## src/rtl/fifo_read_stream.sv

```systemverilog
// Read-side drain stage: pops a dual-clock FIFO read port into a 2-entry
// buffer and presents the words as a registered valid/ready stream.
module fifo_read_stream #(
  parameter int unsigned DATASIZE  = 8,
  parameter int unsigned CNT_WIDTH = 16
) (
  input  logic                 rclk,
  input  logic                 rreset,
  input  logic                 rempty,
  input  logic [DATASIZE-1:0]  rdata,
  output logic                 rinc,
  input  logic                 flush,
  output logic                 m_valid,
  output logic [DATASIZE-1:0]  m_data,
  input  logic                 m_ready,
  output logic [1:0]           occupancy,
  output logic [CNT_WIDTH-1:0] word_count
);

  typedef enum logic [1:0] {
    OCC_EMPTY = 2'd0,
    OCC_ONE   = 2'd1,
    OCC_FULL  = 2'd2
  } occ_t;

  occ_t                occ, occ_next;
  logic [DATASIZE-1:0] head, tail, head_d;
  logic                push, deliver, head_load, tail_load;

  // Pop decision uses only local state so m_ready never reaches rinc.
  assign rinc      = !rreset && !flush && !rempty && (occ != OCC_FULL);
  assign push      = rinc;
  assign m_valid   = (occ != OCC_EMPTY);
  assign deliver   = m_valid && m_ready;
  assign m_data    = head;
  assign occupancy = occ;
  assign head_d    = (occ == OCC_FULL) ? tail : rdata;

  always_comb begin
    occ_next  = occ;
    head_load = 1'b0;
    tail_load = 1'b0;
    if (flush) begin
      occ_next = OCC_EMPTY;
    end else begin
      case (occ)
        OCC_EMPTY: begin
          if (push) begin
            head_load = 1'b1;
            occ_next  = OCC_ONE;
          end
        end
        OCC_ONE: begin
          if (push && deliver) begin
            head_load = 1'b1;
          end else if (push) begin
            tail_load = 1'b1;
            occ_next  = OCC_FULL;
          end else if (deliver) begin
            occ_next = OCC_EMPTY;
          end
        end
        OCC_FULL: begin
          if (deliver) begin
            head_load = 1'b1;
            occ_next  = OCC_ONE;
          end
        end
        default: occ_next = OCC_EMPTY;
      endcase
    end
  end

  always_ff @(posedge rclk or posedge rreset) begin
    if (rreset) begin
      occ        <= OCC_EMPTY;
      head       <= '0;
      tail       <= '0;
      word_count <= '0;
    end else begin
      occ <= occ_next;
      if (head_load) head <= head_d;
      if (tail_load) tail <= rdata;
      // Deliveries in a flush cycle still count.
      if (deliver) word_count <= word_count + CNT_WIDTH'(1);
    end
  end

endmodule

```

## config.mk

```make
export PLATFORM = sky130hd
export DESIGN_NAME = fifo_read_stream
export DESIGN_NICKNAME = d
export VERILOG_FILES = /design/src/rtl/fifo_read_stream.sv
export SDC_FILE = /design/constraint.sdc
export NUM_CORES = 1
export LEC_CHECK = 0
export ABC_AREA = 1
export ABC_CLOCK_PERIOD_IN_PS = 2550
export CORE_MARGIN = 2
export CORE_UTILIZATION = 49
export DETAILED_ROUTE_END_ITERATION = 10
export PLACE_DENSITY = 0.79
export SYNTH_ARGS = -nofsm -noshare
export SYNTH_HDL_FRONTEND = slang
export SYNTH_SLANG_ARGS = --single-unit
export TNS_END_PERCENT = 10
```

## constraint.sdc

```tcl
create_clock -name rclk -period 2.55 [get_ports rclk]
set_clock_uncertainty 0.05 [all_clocks]
set_input_delay 0.6375 -clock rclk [delete_from_list [all_inputs] [get_ports rclk]]
set_output_delay 0.6375 -clock rclk [all_outputs]
set_load 0.05 [all_outputs]
```

==> impl_metrics.yaml, run 1 <==
clock_network:
  cts.path.max_buffers: 2
  cts_setup_buffers: 0
  cts.clk_slew.worst_paths_ns: 0.09
  cts_made_buffers: 5
  hold_buffers: 0
  cts-root-buf: "clkbuf_4"
  cts_resized: 1
  clk_latency_ns: 0.32
  cts_tree: "built"
  cts_sinks: 34
  cts_max_level: 2
hold_path:
  hold_path_class: "flip-flop to flip-flop"
  hold_path_depth: 2
  worstHoldEndpoint: "m_data[6]"
  min_from: "m_data[6]"
sta:
  max_freq_mhz: 409
  min_period_ns: 2.44
  setup_tns_ns: 0
  report.final.setup_viol: 0
  max-slew-margin-rel_pct: 65.3
  hold_viol: 0
  post-route-period-util_pct: 95.8
  worst_pin_slew_ns: 0.518
  rsz0062_at_grt: "false"
  maxSlewViolCount: 0
die:
  ios: 41
  initial_core_util_pct: 50.7
  coreArea_mm2: 0.00334
  die_h_um: 62.8
  dieArea_mm2: 0.00394
  num_rows: 21
  die_w_um: 62.8
cells_and_area:
  drive_above_1_share_pct: 12.4
  syn2layout_area_growth_pct: 28.9
  diodes: 0
  finish.utilization_pct: 65.4
  fin_nets: 256
place:
  portBuffers: 40
  gp_congestion: 0.801
  hpwlAfterDp_um: 2160
yosys:
  yosysTopAreaCell: "dfrtp_1"
  synth_warnings: 0
  ys_ff_latch: 34
  ys_seq_area_share_pct: 50.3
  synthTopCellsByArea: "dfrtp_1 (50%), nand2_1 (13%), inv_1 (6.0%)"
  syn_area_per_cell_um2: 8.59
  syn_nets: 211
  synth_cell_types: 25
  synth_top_area_share_pct: 50.3
  synth_area_mm2: 0.00169
  netlist_instances: 197
status:
  outcome: "complete, no violations"
power:
  p_total_mw: 1.56
  pwr_density_cell_mw_per_mm2: 713
  ir_worst_vdd_uv: 420
  p_leak_nw: 1.09
route:
  wirelength_um: 2980
  first_pass_iters: 4
  via_count: 1329
  antenna_left: 0
  vias_per_cell: 4.61
  drt_iter0_drc: 28
  drc: 0
  wire_per_inst_um: 10.3
global_routing:
  grt_start_max_net_pins: 35
  grt_antenna_before_repair: 0
  track_usage_pct: 17.3
  grt_first_pass_wirelength_um: 5350
  grt-ovfl-total: 0
  grt_pass1_vias: 1232
critical_path:
  cp_max_fo: 8
  critPathCaptureType: "output port"
  slowest_delay_ns: 0.88
  crit_buf_inv: 1
  timing.rr.start: "occupancy[1]"
  cp-start-kind: "flip-flop"
  crit_chain: "clkdlybuf4s50_1"
  critical-path-slowest-cell: "clkdlybuf4s50_1"
  path_class: "flip-flop to output port"
  reg2reg_to: "m_data[4]"
  cp.arrival_ns: 1.76
  regToRegSetupSlack_ns: 0.98
  critPathRequiredTime_ns: 1.86
  reg2regPathDepth: 5
  cp_top_family: "buffers and inverters"
run:
  cap_violations: 0
-- layout make-up --
class	count	area [µm²]
multi-input combinational	131	712
sequential	34	851
inverter	29	113
fill	304	1150
timing repair buffer	41	404
tap	46	57.6
clock buffer	7	45.0
-- cell usage in the layout, fill, tap and decap left out, types with 3 or more instances in the layout --
cell type / count
nand3_1: 5
o21ai_2: 9
xnor2_1: 3
o21ai_1: 9
o21ai_0: 9
nand2_1: 60
xor2_1: 6
nand4_1: 3
dfrtp_1: 34
inv_1: 26
nand3b_1: 3
clkbuf_4: 5
clkdlybuf4s50_1: 38
nor2_1: 9
-- routing by layer --
layer  vias up  track usage (%)  routed length, µm
met1       588             23.0               1450
met3         6             4.86                152
met2        28             25.9               1320
li1        707                -                  -
met4         0             8.61                 51
met5         -                0                  0
-- synth_stat cells --
master and n:
xnor2_1 3, o21ai_2 9, nor2_1 9, nand3_2 2, xor2_1 6, o31ai_1 1
nor2_8 1, dfrtp_1 34, nand3b_1 3, ha_1 1, o21ai_0 9, nand2_1 60
inv_2 2, nand3_1 5, nor2_4 2, a21oi_2 1, buf_6 1, nand2_2 2
nor3_1 2, nand4_1 3, buf_2 2, inv_1 27, nor2_2 2, o21ai_1 9
nand4_2 1
-- power by group --
group	switching, mW	internal, mW
Sequential	0.0751	0.632
Combinational	0.379	0.203
Clock	0.164	0.104
Total	0.618	0.938
-- state kept, by name (all words and copies together), names as in the netlist --
name / flops
word_count: 16
tail: 8
m_data: 8
occupancy: 2
-- cell families (layout without fill, tap and decap cells) --
group | Yosys count | after routing | synth area share [%]
AND/OR/NAND/NOR | 92 | 92 | 25.7
flip-flops | 34 | 34 | 50.3
buffers and inverters | 32 | 77 | 7.69
AO/OA/AOI/OAI | 29 | 29 | 10.9
XOR/XNOR | 9 | 9 | 4.66
adder cells (fa/ha/maj) | 1 | 1 | 0.739
-- metrics by stage --
stage	hold slack (ns)	setup WS [ns]	area, µm²	cells
after floorplan	0.404	0.118	1700	197
after global placement	0.414	0.142	2140	281
after detailed placement	0.418	0.119	2140	281
after CTS	0.441	0.0884	2180	288
after global routing	0.456	0.0320	2180	288
final	0.435	0.107	2180	288
-- how the worst max path moves through the flow --
stage	from	cells after the start	to
6_report	occupancy[1]	1	occupancy[1]
5_1_grt	flush	7	rinc
4_1_cts	occupancy[1]	1	occupancy[1]
3_5_place_dp	flush	7	rinc
3_3_place_gp	flush	7	rinc
2_1_floorplan	rreset	5	rinc
No activity file was read; power rests on OpenSTA's default activity.
==> run 2, diff against run 1 <==
--- a/config.mk
+++ b/config.mk
@@ -6,9 +6,10 @@
 export NUM_CORES = 1
 export LEC_CHECK = 0
 export ABC_AREA = 1
-export ABC_CLOCK_PERIOD_IN_PS = 2550
+export ABC_CLOCK_PERIOD_IN_PS = 2500
 export CORE_MARGIN = 2
 export CORE_UTILIZATION = 49
+export CTS_CLUSTER_SIZE = 10
 export DETAILED_ROUTE_END_ITERATION = 10
 export PLACE_DENSITY = 0.79
 export SYNTH_ARGS = -nofsm -noshare
==> constraint.sdc (replaced) <==
create_clock -name rclk -period 2.5 [get_ports rclk]
set_clock_uncertainty 0.05 [all_clocks]
set_input_delay 0.625 -clock rclk [delete_from_list [all_inputs] [get_ports rclk]]
set_output_delay 0.625 -clock rclk [all_outputs]
set_load 0.05 [all_outputs]
==> run 2 against run 1 <==
  * Sequential share of layout area shrank 0.44 points
  * Critical path type unchanged
  * Die area is the same
  * First-iteration DRC count grew to 2.5 times the previous value
  * Sequential power grew 2%
  * Cell count grew 0.69%
  * Worst setup slack lost 0.013 ns
  * Final area grew 1.1%
  * Register-to-register slack lost 0.06 ns
  * Sequential cell count is the same
  * Via count grew 2.6%
  * Combinational power grew 2%
  * Clock power grew 18%
==> impl_metrics.yaml, run 2 (same netlist as run 1, synthesis figures left out) <==
global_routing:
  busiest_layer: "met2"
  grt_start_max_net_pins: 35
  use_met3_pct: 6.13
  grtUsageMet1_pct: 23.8
  grt.met2_usage_pct: 26.2
  grt_pass1_vias: 1196
  track_usage_pct: 17.8
  grt_first_pass_wirelength_um: 5430
  grt_antenna_before_repair: 0
  grt-ovfl-total: 0
power:
  switching_share_pct: 39.6
  p_sw_mw: 0.648
  pwr-share-clk_pct: 19.4
  power_frac_seq_pct: 44.2
  pwr_density_cell_mw_per_mm2: 742
  p_comb_share_pct: 36.4
  p_int_mw: 0.989
  p_total_mw: 1.64
  ir_worst_vdd_uv: 421
  p_leak_nw: 1.13
sta:
  fin_hold_ws_ns: 0.441
  setup_tns_ns: 0
  hold_viol: 0
  post-route-period-util_pct: 96.3
  worst_pin_slew_ns: 0.520
  max_freq_mhz: 415
  min_period_ns: 2.41
  report.final.setup_viol: 0
  rsz0062_at_grt: "false"
  maxSlewViolCount: 0
  max-slew-margin-rel_pct: 65.2
  fin_ws_ns: 0.0932
cells_and_area:
  drive_above_1_share_pct: 13.5
  final-seq-area_um2: 851
  layout_commonest_cell: "nand2_1"
  diodes: 0
  multiInputGateArea_um2: 712
  finalNonFillerCells: 290
  final_cell_mix: "nand2_1 (60), clkdlybuf4s50_1 (37), dfrtp_1 (34)"
  fill_cells: 300
  top_register: "word_count"
  syn2layout_area_growth_pct: 30.4
  finish.utilization_pct: 66.1
  fin_area_mm2: 0.00221
  fin_nets: 257
  largest_reg_flops: 16
place:
  hpwlAfterDp_um: 2180
  placed_cells: 282
  portBuffers: 40
  placed_area_mm2: 0.00215
  dp_slack_ns: 0.112
  gp_congestion: 0.799
clock_network:
  cts_max_level: 2
  cts.path.max_buffers: 2
  hold_buffers: 0
  cts.clk_slew.worst_paths_ns: 0.10
  cts_sinks: 34
  cts_tree: "built"
  clk_latency_ns: 0.34
  cts_made_buffers: 5
  cts-root-buf: "clkbuf_4"
hold_path:
  worstHoldEndpoint: "m_data[5]"
  min_from: "m_data[5]"
  hold_path_class: "flip-flop to flip-flop"
  hold_path_depth: 2
critical_path:
  critPathCaptureType: "output port"
  critical-path-slowest-cell: "clkdlybuf4s50_1"
  reg2reg_to: "m_data[3]"
  regToRegSetupSlack_ns: 0.92
  crit_buf_inv: 1
  cp_top_family: "buffers and inverters"
  cp_max_fo: 7
  cp-start-kind: "flip-flop"
  critPathRequiredTime_ns: 1.82
  cp.arrival_ns: 1.73
  crit_chain: "clkdlybuf4s50_1"
  slowest_delay_ns: 0.87
  reg2regPathDepth: 6
  timing.rr.start: "occupancy[0]"
  path_class: "flip-flop to output port"
route:
  drt_iter0_drc: 71
  first_pass_iters: 4
  antenna_left: 0
  drc: 0
  wirelength_um: 3060
  via_count: 1363
  vias_per_cell: 4.70
  wire_per_inst_um: 10.5
die:
  die_w_um: 62.8
  coreArea_mm2: 0.00334
  initial_core_util_pct: 50.7
  ios: 41
  die_h_um: 62.8
  dieArea_mm2: 0.00394
  num_rows: 21
status:
  outcome: "complete, no violations"
run:
  cap_violations: 0
run 2: cell count changes in the layout (fill, tap and decap cells not counted), sizes merged:
cell / delta
buf: +1
clkdlybuf4s50: -1
clkinv: +1
dlymetal6s2s: +1
run 2: layout make-up:
cell class / count / area share (%)
multi-input cells: 131 / 32.3
well taps: 46 / 2.61
repair buffers: 42 / 18.8
flip-flops and latches: 34 / 38.5
clock buffers: 7 / 2.49
inverters: 29 / 5.10
clock inverters: 1 / 0.227
run 2: metal layers:
layer,up-vias,part of all wire [%],wire length (µm)
met2,29,45,1370
met5,-,0,0
li1,708,-,-
met1,620,49,1500
met4,0,1.7,52
met3,6,4.5,136
run 2: worst max-delay path by stage:
stage / startpoint / to / slack [ns] / cells past startpoint
4_1_cts: occupancy[1] / occupancy[1] / 0.05 / 1
5_1_grt: rreset / rinc / 0.03 / 7
2_1_floorplan: rreset / rinc / 0.09 / 5
3_5_place_dp: rreset / rinc / 0.11 / 7
6_report: occupancy[0] / occupancy[0] / 0.09 / 1
3_3_place_gp: rreset / rinc / 0.13 / 7
run 2: power groups by stage:
stage	Sequential [mW]	Combinational (mW)	Clock, mW
after detailed placement	0.733	0.601	0
after global placement	0.730	0.597	0
after floorplan	0.964	0.165	0
final	0.723	0.596	0.317
after CTS	0.723	0.602	0.325
after global routing	0.737	0.634	0.358
run 2: timing repair:
item / CTS / global route
gates resized for setup: 1 / 1
setup endpoints to repair: 1 / 1
buffers inserted: 0 / 0
==> run 3, diff against run 2 <==
--- a/config.mk
+++ b/config.mk
@@ -5,10 +5,10 @@
 export SDC_FILE = /design/constraint.sdc
 export NUM_CORES = 1
 export LEC_CHECK = 0
-export ABC_AREA = 1
+export ABC_AREA = 0
 export ABC_CLOCK_PERIOD_IN_PS = 2500
 export CORE_MARGIN = 2
-export CORE_UTILIZATION = 49
+export CORE_UTILIZATION = 48
 export CTS_CLUSTER_SIZE = 10
 export DETAILED_ROUTE_END_ITERATION = 10
 export PLACE_DENSITY = 0.79
==> run 3 against run 2 <==
  * Final area is 2.6% lower
  * Cell count fell by 21%
  * Global-route usage grew 1.9 points
  * Largest power group unchanged
  * Highest routed layer unchanged
==> impl_metrics.yaml, run 3 <==
sta:
  worst_pin_slew_ns: 0.514
  max-slew-margin-rel_pct: 65.7
  post-route-period-util_pct: 95.8
  rsz0062_at_grt: "false"
  max_freq_mhz: 417
  hold_viol: 0
  setup_tns_ns: 0
  report.final.setup_viol: 0
  min_period_ns: 2.40
  maxSlewViolCount: 0
  fin_ws_ns: 0.104
clock_network:
  cts_max_level: 2
  cts.clk_slew.worst_paths_ns: 0.11
  cts_sinks: 34
  cts_resized: 0
  hold_buffers: 0
  cts_tree: "built"
  cts-root-buf: "clkbuf_4"
  cts_made_buffers: 5
  clk_latency_ns: 0.34
  cts.path.max_buffers: 2
  cts_setup_buffers: 0
yosys:
  synth_compound_area_share_pct: 7.22
  synth_top_family_by_area: "simple AND/OR/NAND/NOR gates"
  synthTopCellsByArea: "dfrtp_1 (55%), xnor2_1 (6.7%), mux2i_1 (5.8%)"
  synth_area_mm2: 0.00156
  syn_nets: 149
  synth_most_common_cell: "dfrtp_1"
  synth_cell_types: 29
  postSynth.asyncResetShare_pct: 100
  yosysTopAreaCell: "dfrtp_1"
  synth_simple_gate_area_share_pct: 14.7
  syn_area_per_cell_um2: 11.6
  muxShareOfSynthArea_pct: 11.5
  synth_edf_count: 0
  synth_ff_type: "dfrtp_1"
  netlist_instances: 135
  ys_ff_latch: 34
  ys_seq_area_share_pct: 54.5
  synth_commonest_cells: "dfrtp_1 (34), nor2_1 (13), xnor2_1 (12)"
  synth_top_area_share_pct: 54.5
  synth_xor_xnor_area_share_pct: 8.42
  synth_warnings: 0
  synth_fa_ha_area_share_pct: 0.802
die:
  die_w_um: 61.0
  coreArea_mm2: 0.00308
  num_rows: 20
  ios: 41
  dieArea_mm2: 0.00372
  initial_core_util_pct: 50.7
  die_h_um: 61.0
critical_path:
  crit_buf_inv: 1
  slowest_delay_ns: 0.70
  path_class: "flip-flop to output port"
  timing.rr.start: "occupancy[1]"
  critPathRequiredTime_ns: 1.82
  crit_chain: "or2_2 -> clkdlybuf4s50_1"
  cp_top_family: "buffers and inverters"
  critical-path-slowest-cell: "clkdlybuf4s50_1"
  critPathCaptureType: "output port"
  cp.arrival_ns: 1.72
  cp-startpoint: "occupancy[0]"
  cp-start-kind: "flip-flop"
  cp_max_fo: 2
cells_and_area:
  syn2layout_area_growth_pct: 37.9
  final_cell_mix: "clkdlybuf4s50_1 (39), dfrtp_1 (34), nor2_1 (13)"
  diodes: 0
  layout_commonest_cell: "clkdlybuf4s50_1"
  fin_nets: 198
  drive_above_1_share_pct: 16.8
  finalNonFillerCells: 228
  top_register: "word_count"
  largest_reg_flops: 16
place:
  hpwlAfterDp_um: 2240
  portBuffers: 40
  gp_congestion: 0.781
  placed_cells: 221
  dp_slack_ns: 0.0609
route:
  antenna_left: 0
  wire_per_inst_um: 13.9
  drt_iter0_drc: 47
  vias_per_cell: 5.16
  drc: 0
  wirelength_um: 3170
  first_pass_iters: 4
  via_count: 1177
power:
  p_leak_nw: 0.908
  pwr_density_cell_mw_per_mm2: 756
  ir_worst_vdd_uv: 571
global_routing:
  grt-ovfl-total: 0
  grt_start_max_net_pins: 35
  grt_antenna_before_repair: 0
  track_usage_pct: 19.6
  grt_first_pass_wirelength_um: 5220
  grt_pass1_vias: 1182
hold_path:
  hold_path_class: "flip-flop to flip-flop"
  min_from: "word_count[15]"
status:
  outcome: "complete, no violations"
run:
  cap_violations: 0
-- run 3: cell types whose count changed after synthesis, moves of 3 or more --
| cell | before | now |
|---|---|---|
| nand2_1 | 60 | 10 |
| a21oi_1 | 0 | 8 |
| xor2_1 | 6 | 3 |
| mux2_2 | 0 | 8 |
| nor2_1 | 9 | 13 |
| o21ai_1 | 9 | 0 |
| and3_1 | 0 | 3 |
| o21ai_0 | 9 | 0 |
| inv_1 | 27 | 2 |
| xnor2_1 | 3 | 12 |
| o21ai_2 | 9 | 1 |
| mux2i_1 | 0 | 9 |
-- run 3: cell families (layout without fill, tap and decap cells) --
family | Yosys count | count (layout)
DFF | 34 | 34
buffers and inverters | 7 | 56
adders and majority gates | 1 | 1
and+or+nand+nor | 46 | 46
AOI/OAI and AO/OA | 15 | 15
xor gates and xnor gates | 15 | 15
muxes | 17 | 17
-- run 3: metrics by stage --
stage               utilization [%]  cell area [µm²]  power, mW  hold slack (ns)
floorplan                         -             1580       1.04            0.429
global placement               67.2             2070       1.21            0.412
detailed placement             67.2             2070       1.23            0.414
CTS                            69.9             2150       1.64            0.431
global route                   69.9             2150       1.70            0.458
finish                         69.9             2150       1.63            0.426
-- run 3: area by class of cell --
class	instances	area [µm²]
inverter	2	7.51
clock buffer	6	51.3
clock inverter	1	30.0
sequential	34	851
fill	239	927
timing repair buffer	47	475
tap	44	55.1
multi-input combinational	94	681
-- run 3: final timing paths --
path,to,slack [ns],cells after the start
setup / recovery,m_valid,0.10,2
hold / removal,word_count[15],0.43,1
setup reg to reg,m_data[1],0.69,6
hold reg to reg,word_count[15],0.43,1
max in group asynchronous,word_count[6],1.28,3
min in group asynchronous,m_data[7],0.81,3
-- run 3: power breakdown --
part | switching, mW | internal [mW] | total (mW)
sequential | 0.0655 | 0.632 | 0.698
clock | 0.178 | 0.233 | 0.411
combinational | 0.321 | 0.197 | 0.518
total | 0.565 | 1.06 | 1.63
-- run 3: routing by layer --
metal  global-route usage [%]  up-vias  part of all wire (%)
li1                         -      566                     -
met5                        0        -                     0
met2                     32.7       44                    51
met3                     6.09       10                   6.9
met4                     9.94        0                   2.6
met1                     23.0      557                    40
==> RTL edit (config.mk and constraints of run 3) <==
The parameter `DATASIZE` goes from 8 to 16.
--- a/src/rtl/fifo_read_stream.sv
+++ b/src/rtl/fifo_read_stream.sv
@@ -1,7 +1,7 @@
 // Read-side drain stage: pops a dual-clock FIFO read port into a 2-entry
 // buffer and presents the words as a registered valid/ready stream.
 module fifo_read_stream #(
-  parameter int unsigned DATASIZE  = 8,
+  parameter int unsigned DATASIZE  = 16,
   parameter int unsigned CNT_WIDTH = 16
 ) (
   input  logic                 rclk,
Interface: changed (resized m_data and rdata); port bits go from 41 to 57. The function was not compared with the original's and may differ.
==> RTL edit against run 3 <==
Sequential cell count increased by 16. Via count increased by 43%. Synthesized area increased by 47%. Power increased by 47%. Routed wire length increased by 41%. Setup slack improved by 0.048 ns. Cell area increased by 44%. Register-to-register slack got worse by 0.16 ns. Die area increased by 43%. Count of clock-buffer cells in the layout decreased by 1. Largest cell class unchanged.
==> RTL edit: results (changes against run 3) <==
In this run the critical register-to-register path is launched from occupancy[0]$_DFFE_PP0P_. Arrival time reported for the critical path endpoint: 1.67 ns (-0.05 ns). The share of final-layout standard cells stronger than drive strength 1 was 21.35% (+4.5 points).

Sequential-to-total area share from yosys stat: 54.64% (+0.11 points). The minimum setup slack after placement is -0.008117 ns (-0.06899 ns). The post-detailed-route via-to-cell ratio works out to 5.234 (+1.4%).

The fraction of synthesized area in multiplexers is 17.81% (+6.3 points). The flow ran to the end, and the final reports show no timing, DRC or antenna violations. The tree is rooted in a sky130_fd_sc_hd__clkbuf_8. The total via count after detailed routing was 1680 (+43%). The highest cell delay on the worst timing path is 0.42 ns (-0.28 ns). The worst hold margin was 0.4399 ns (+0.01371 ns). The xor/xnor share of the synthesized area came out at 5.738% (-2.7 points).

In this run the worst setup path begins at rreset. The tools report the final weighted congestion in routability-driven placement as 0.8289 (+6.2%). The logs give 66.31% (-3.6 points) for the core utilization of the finished layout and 223 (+50%) for the net count after synthesis. The worst-case register-to-register setup slack came out at 0.53 ns (-0.16 ns).

The run gives 59.69% (-6.0 points) as the headroom to the max-slew limit. After synthesis, the cell types taking the most area are sky130_fd_sc_hd__dfrtp_1, sky130_fd_sc_hd__mux2_2, sky130_fd_sc_hd__nand2_1, sky130_fd_sc_hd__mux2_4, sky130_fd_sc_hd__xnor2_1. The run gives 84 (+79%) as the initial DRC count.

The standby leakage power was 1.416 nW (+56%); the die area was 5338 um^2 (+43%). The register clock-pin slew on the reported worst setup and hold paths is 0.09 ns (-0.02 ns), and the post-placement cell count is 313 (+42%). The maximum fanout along the worst path came out at 4 (+2). The run gives 201 (+49%) as the synthesized netlist cell count.

The worst-skew pair later-pin latency was 0.30 ns (-0.04 ns); the area fraction in compound gates after synthesis was 1.749% (-5.5 points). The run gives 0.1524 ns (+0.04846 ns) as the setup slack of the critical path after layout. The first-pass GRT wire length was 7.714 mm (+48%); the per-cell routed wire length was 13.94 um (+0.25%). The filler cell count is 361 (+51%).
-- RTL edit: cell types whose count changed in the layout (fill, tap and decap cells not counted), moves of 3 or more --
cell / change
sky130_fd_sc_hd__dfrtp_1: +15
sky130_fd_sc_hd__nor2_1: -7
sky130_fd_sc_hd__mux2_2: +14
sky130_fd_sc_hd__clkdlybuf4s50_1: +15
sky130_fd_sc_hd__and3_1: -3
sky130_fd_sc_hd__mux2i_1: -8
sky130_fd_sc_hd__clkbuf_4: -5
sky130_fd_sc_hd__nand2_1: +47
sky130_fd_sc_hd__mux2_4: +10
sky130_fd_sc_hd__clkbuf_8: +4
sky130_fd_sc_hd__a21oi_1: -6
-- RTL edit: final cells by class --
cell class	count	area share [%]
Multi-Input combinational cell	142	32.39
Clock inverter	3	1.296
Clock buffer	5	2.227
Timing Repair Buffer	65	21.13
Sequential cell	50	40.53
Inverter	2	0.2429
Tap cell	54	2.186
-- RTL edit: power by group --
group          switching (mW)  internal, mW
logic                   0.454         0.328
registers               0.108         0.947
clock network           0.256         0.295
-- RTL edit: worst paths after layout --
path	depth (start not counted)	end
max reg2reg	5	m_data[10]$_DFFE_PP0P_
min reg2reg	1	word_count[7]$_DFFE_PP0P_
min	1	word_count[7]$_DFFE_PP0P_
max in group asynchronous	4	occupancy[1]$_DFFE_PP0P_
min in group asynchronous	4	word_count[1]$_DFFE_PP0P_
max	4	rinc
-- RTL edit: repair_timing --
action | CTS | global route
hold endpoints to repair | 0 | 0
endpoints found under the setup margin | 0 | 1
hold buffers | 0 | 0
resized for setup | 0 | 1
setup buffers | 0 | 0
-- RTL edit: metal layers --
layer  up-vias  wire length, um  GRT usage, %
li1        800                -             -
met5         -                0             0
met2        40             2190         31.23
met4         0               69         6.584
met3         9              202         4.420
met1       831             2012         23.85
